[config.mk]
export PLATFORM = sky130hd
export DESIGN_NAME = fifo8x16
export DESIGN_NICKNAME = d
export VERILOG_FILES = /design/src/rtl/fifo8x16.sv
export SDC_FILE = /design/constraint.sdc
export NUM_CORES = 1
export LEC_CHECK = 0
export ABC_CLOCK_PERIOD_IN_PS = 8000
export CAP_MARGIN = 20
export CORE_MARGIN = 5
export CORE_UTILIZATION = 49
export DETAILED_ROUTE_END_ITERATION = 10
export GPL_ROUTABILITY_DRIVEN = 0
export PLACE_DENSITY = 0.68
export SLEW_MARGIN = 20
export SYNTH_ARGS = -nofsm -noshare
export SYNTH_HDL_FRONTEND = slang
export SYNTH_SLANG_ARGS = --single-unit
export TNS_END_PERCENT = 5
[constraint.sdc]
create_clock -name clk -period 8 [get_ports clk]
set_input_delay 0.8 -clock clk [delete_from_list [all_inputs] [get_ports clk]]
set_output_delay 0.8 -clock clk [all_outputs]
set_load 0.02 [all_outputs]
[src/rtl/fifo8x16.sv]
// fifo8x16: 8-entry x 16-bit synchronous FIFO with valid/ready handshakes on both sides.
// Storage is eight 16-bit registers written through a one-hot decode of wr_ptr. The head
// word is selected by mux8way16 using rd_ptr (show-ahead, no bypass).
// Optional build macro FIFO8_ERR_FLAGS_EN adds sticky overflow/underflow outputs.

module mux8way16 (
  input  logic [15:0] d0,
  input  logic [15:0] d1,
  input  logic [15:0] d2,
  input  logic [15:0] d3,
  input  logic [15:0] d4,
  input  logic [15:0] d5,
  input  logic [15:0] d6,
  input  logic [15:0] d7,
  input  logic [2:0]  sel,
  output logic [15:0] out
);

  // 8-way word select
  always_comb begin
    out = d0;
    case (sel)
      3'd1:    out = d1;
      3'd2:    out = d2;
      3'd3:    out = d3;
      3'd4:    out = d4;
      3'd5:    out = d5;
      3'd6:    out = d6;
      3'd7:    out = d7;
      default: out = d0;
    endcase
  end

endmodule

module fifo8x16 #(
  parameter int AFULL_LEVEL  = 6,
  parameter int AEMPTY_LEVEL = 2
) (
  input  logic        clk,
  input  logic        reset,
  input  logic        flush,
  input  logic        in_valid,
  output logic        in_ready,
  input  logic [15:0] in_data,
  output logic        out_valid,
  input  logic        out_ready,
  output logic [15:0] out_data,
  output logic [3:0]  count,
  output logic        almost_full,
  output logic        almost_empty
`ifdef FIFO8_ERR_FLAGS_EN
  ,
  output logic        overflow,
  output logic        underflow
`endif
);

  localparam logic [3:0] AFULL_CNT  = AFULL_LEVEL[3:0];
  localparam logic [3:0] AEMPTY_CNT = AEMPTY_LEVEL[3:0];

  logic [2:0]  wr_ptr;
  logic [2:0]  rd_ptr;
  logic [15:0] storage [8];
  logic [7:0]  wr_sel;
  logic        push;
  logic        pop;

  // Handshake status comes only from registered occupancy; flush suppresses any transfer
  assign in_ready     = (count != 4'd8);
  assign out_valid    = (count != 4'd0);
  assign push         = in_valid && in_ready && !flush;
  assign pop          = out_valid && out_ready && !flush;
  assign wr_sel       = 8'd1 << wr_ptr;
  assign almost_full  = (count >= AFULL_CNT);
  assign almost_empty = (count <= AEMPTY_CNT);

  // Pointer and occupancy tracking; simultaneous push/pop leaves count unchanged
  always_ff @(posedge clk or posedge reset) begin
    if (reset) begin
      wr_ptr <= 3'd0;
      rd_ptr <= 3'd0;
      count  <= 4'd0;
    end else if (flush) begin
      wr_ptr <= 3'd0;
      rd_ptr <= 3'd0;
      count  <= 4'd0;
    end else begin
      if (push) wr_ptr <= wr_ptr + 3'd1;
      if (pop)  rd_ptr <= rd_ptr + 3'd1;
      case ({push, pop})
        2'b10:   count <= count + 4'd1;
        2'b01:   count <= count - 4'd1;
        default: count <= count;
      endcase
    end
  end

  for (genvar i = 0; i < 8; i++) begin : g_storage
    // Storage word i, loaded when the one-hot write select picks it
    always_ff @(posedge clk or posedge reset) begin
      if (reset)
        storage[i] <= 16'h0000;
      else if (push && wr_sel[i])
        storage[i] <= in_data;
    end
  end

  mux8way16 u_head_mux (
    .d0  (storage[0]),
    .d1  (storage[1]),
    .d2  (storage[2]),
    .d3  (storage[3]),
    .d4  (storage[4]),
    .d5  (storage[5]),
    .d6  (storage[6]),
    .d7  (storage[7]),
    .sel (rd_ptr),
    .out (out_data)
  );

`ifdef FIFO8_ERR_FLAGS_EN
  // Sticky error flags, cleared only by reset or flush
  always_ff @(posedge clk or posedge reset) begin
    if (reset) begin
      overflow  <= 1'b0;
      underflow <= 1'b0;
    end else if (flush) begin
      overflow  <= 1'b0;
      underflow <= 1'b0;
    end else begin
      if (in_valid && !in_ready)   overflow  <= 1'b1;
      if (out_ready && !out_valid) underflow <= 1'b1;
    end
  end
`endif

endmodule

==> impl_results.md <==
* Status: finished, final reports clean
* CP required at 7.20 ns
* Max-slew violation count at 0
* CORE AREA at 0.0133 mm²
* Buffers added on ports at 44
* Initial antenna violation count at 0
* Worst Hold Class: flop to flop
* # hold bufs at CTS at 0
* Yosys warning count at 0
* CP Max Fanout at 25
* Max-slew headroom at 0.215
* Leak pwr at 3.53 nW
* Largest area contributor in the netlist: dfrtp_1
* Final non-filler cell total at 713
* Met2 Use GR at 0.306
* Fin Clk Skew at 0.00735 ns
* CTS max path bufs at 2
* Power Density at 402 mW/mm²
* Max-cap viol count at 0
* Netlist cell types at 46
* DIE AREA at 0.0162 mm²
* Nets at 560
* Dominant synthesized flop cell: dfrtp_1
* Synthesized flop and latch total at 138
* Post_cts resized at 0
* Syn_area_per_cell at 13.9 µm²
* All-Layer GR Usage at 0.194
* Setup crit start kind: flop
* Area grow syn2layout at 15.9%
* Share of layout cells above drive strength 1 at 0.350
* Cell Rows at 42
* DR pass1 iterations at 5
* Via-to-Cell Ratio at 5.88
* Largest net degree at the start of global routing at 83
* Most frequent cells after synthesis: 138 x dfrtp_1, 79 x mux2_2, 60 x mux2_4, 26 x nor2_1, 22 x a222oi_1
* Worst Tran Pin Value at 1.18 ns
* Peak VDD IR at 0.184 mV
* Vias in the first global route at 4584
* CTS tree: yes
* Fin crit share at 0.585
* CTS clk-pin slew, worst paths at 0.06 ns
* Dpl cells at 681
* Synth area leaders: dfrtp_1 51%, mux2_4 13%, mux2_2 13%
* Met3 Track Usage GR at 0.0526
* Final hold vios at 0
* GRT overflow at 0
* Mapped Area at 0.00674 mm²
* Cells after synthesis at 486
* CP Class: flop to output port
* WL final at 14.9 mm
* Post-route DRC at 0
* Vias post-DR at 4195
* Setup Buffers After CTS at 0
* Die Y at 127 µm
* Tot Pwr at 3.14 mW
* Hold depth at 1
* I/O pin cnt at 45
* Fin crit period at 4.68 ns
* RSZ-0062 raised after global routing: no
* Initial core utilization at 0.505
* Die width at 127 µm
* Post-DP HPWL at 9.12 mm
* Synth async-reset ratio at 1.00
* # setup viols final at 0
* # diodes at 0
* Sequential cell area fraction in the yosys report at 0.513
* Root buf cell: clkbuf_16
* Setup TNS at 0 ns
* Max H-tree Level at 4
* CP arrival at 3.88 ns
* Maximum operating frequency at 214 MHz
* Worst-Skew Late Latency at 0.41 ns
* Antenna-violating nets left at 0
* EDFF count, synth at 0
* Finished Cell Area at 0.00781 mm²
* Post-synth top area share at 0.513
* Gr busiest metal: met2
* Top-count cell post-synth: dfrtp_1
* Grt met1 use at 0.261
* Clk sinks at 138
* DRT iter0 DRCs at 382
* CP Capture Type: output port
* CTS Buf Count at 17
* Final Core Density at 0.585
* Avg WL per Cell at 20.9 µm
* First-pass GRT wire length at 24.5 mm
* Syn Nets at 522
* Fillers at 1093
* Placed instance area at 0.00718 mm²
* Reg2Reg Depth at 8
-- sequential cells by signal, summed over array words and instances (netlist names) --
| name | count |
|---|---|
| wr_ptr | 3 |
| count | 4 |
| rd_ptr | 3 |
| storage | 128 |
-- worst max-delay path: stages (launching register included) --
cell and delay (ns):
dfrtp_1 0.35, buf_4 0.35, ha_1 0.81, nor4_1 0.13, nand2b_1 0.57, buf_4 0.35
nor2_1 0.06, a41oi_1 0.19, clkdlybuf4s50_1 0.64
-- logic make-up after synthesis --
logic type | share of synthesized area
compound gates | 0.0878
xor+xnor | 0.00260
fa+ha+maj | 0.0290
buf+inv | 0.0455
flops | 0.513
mux | 0.267
simple gates | 0.0553
-- report_power, final --
group	internal, mW	switching [mW]
logic	0.635	0.559
clock network	0.538	0.282
registers	0.957	0.168
-- cell usage in the layout, fill, tap and decap left out, drive strengths merged, types with 2 or more instances in the layout --
master,n
nand2,23
a211oi,2
bufinv,3
nor3,5
ha,14
dfrtp,138
clkdlybuf4s50,44
and3,6
clkbuf,25
a221oi,6
a222oi,22
mux2,139
buf,7
a22o,3
nor2b,2
a31oi,6
a41oi,7
nand3,4
inv,9
o21ai,3
a21oi,21
clkinv,4
nor2,26
-- metal layers --
| layer | part of all wire | wire length [µm] |
|---|---|---|
| met5 | 0 | 0 |
| met4 | 0.015 | 221 |
| met3 | 0.052 | 773 |
| met2 | 0.48 | 7090 |
| met1 | 0.46 | 6810 |
-- final cells by class --
class	instances	area, µm²	area share
sequential	138	3450	0.442
multi-input combinational	307	2980	0.382
clock buffer	25	515	0.0660
timing repair buffer	51	493	0.0631
tap	176	220	0.0282
clock inverter	7	110	0.0141
inverter	9	38.8	0.00497
-- stage by stage --
step           hold slack (ns)  setup slack (ns)
6_report                 0.504              3.32
2_1_floorplan            0.475              3.50
3_3_place_gp             0.484              3.89
3_5_place_dp             0.491              3.84
4_1_cts                  0.505              3.34
5_1_grt                  0.512              3.14
-- final timing paths --
kind | start | endpoint | slack [ns]
worst min-delay path | storage[13] | storage[13] | 0.50
worst max register to register | count[0] | count[3] | 5.42
min in group asynchronous | reset | rd_ptr[0] | 0.89
worst min register to register | storage[13] | storage[13] | 0.50
worst max-delay path | rd_ptr[2] | out_data[6] | 3.32
max in group asynchronous | reset | storage[73] | 5.87
Note: power is estimated with default switching activity, not from simulation.
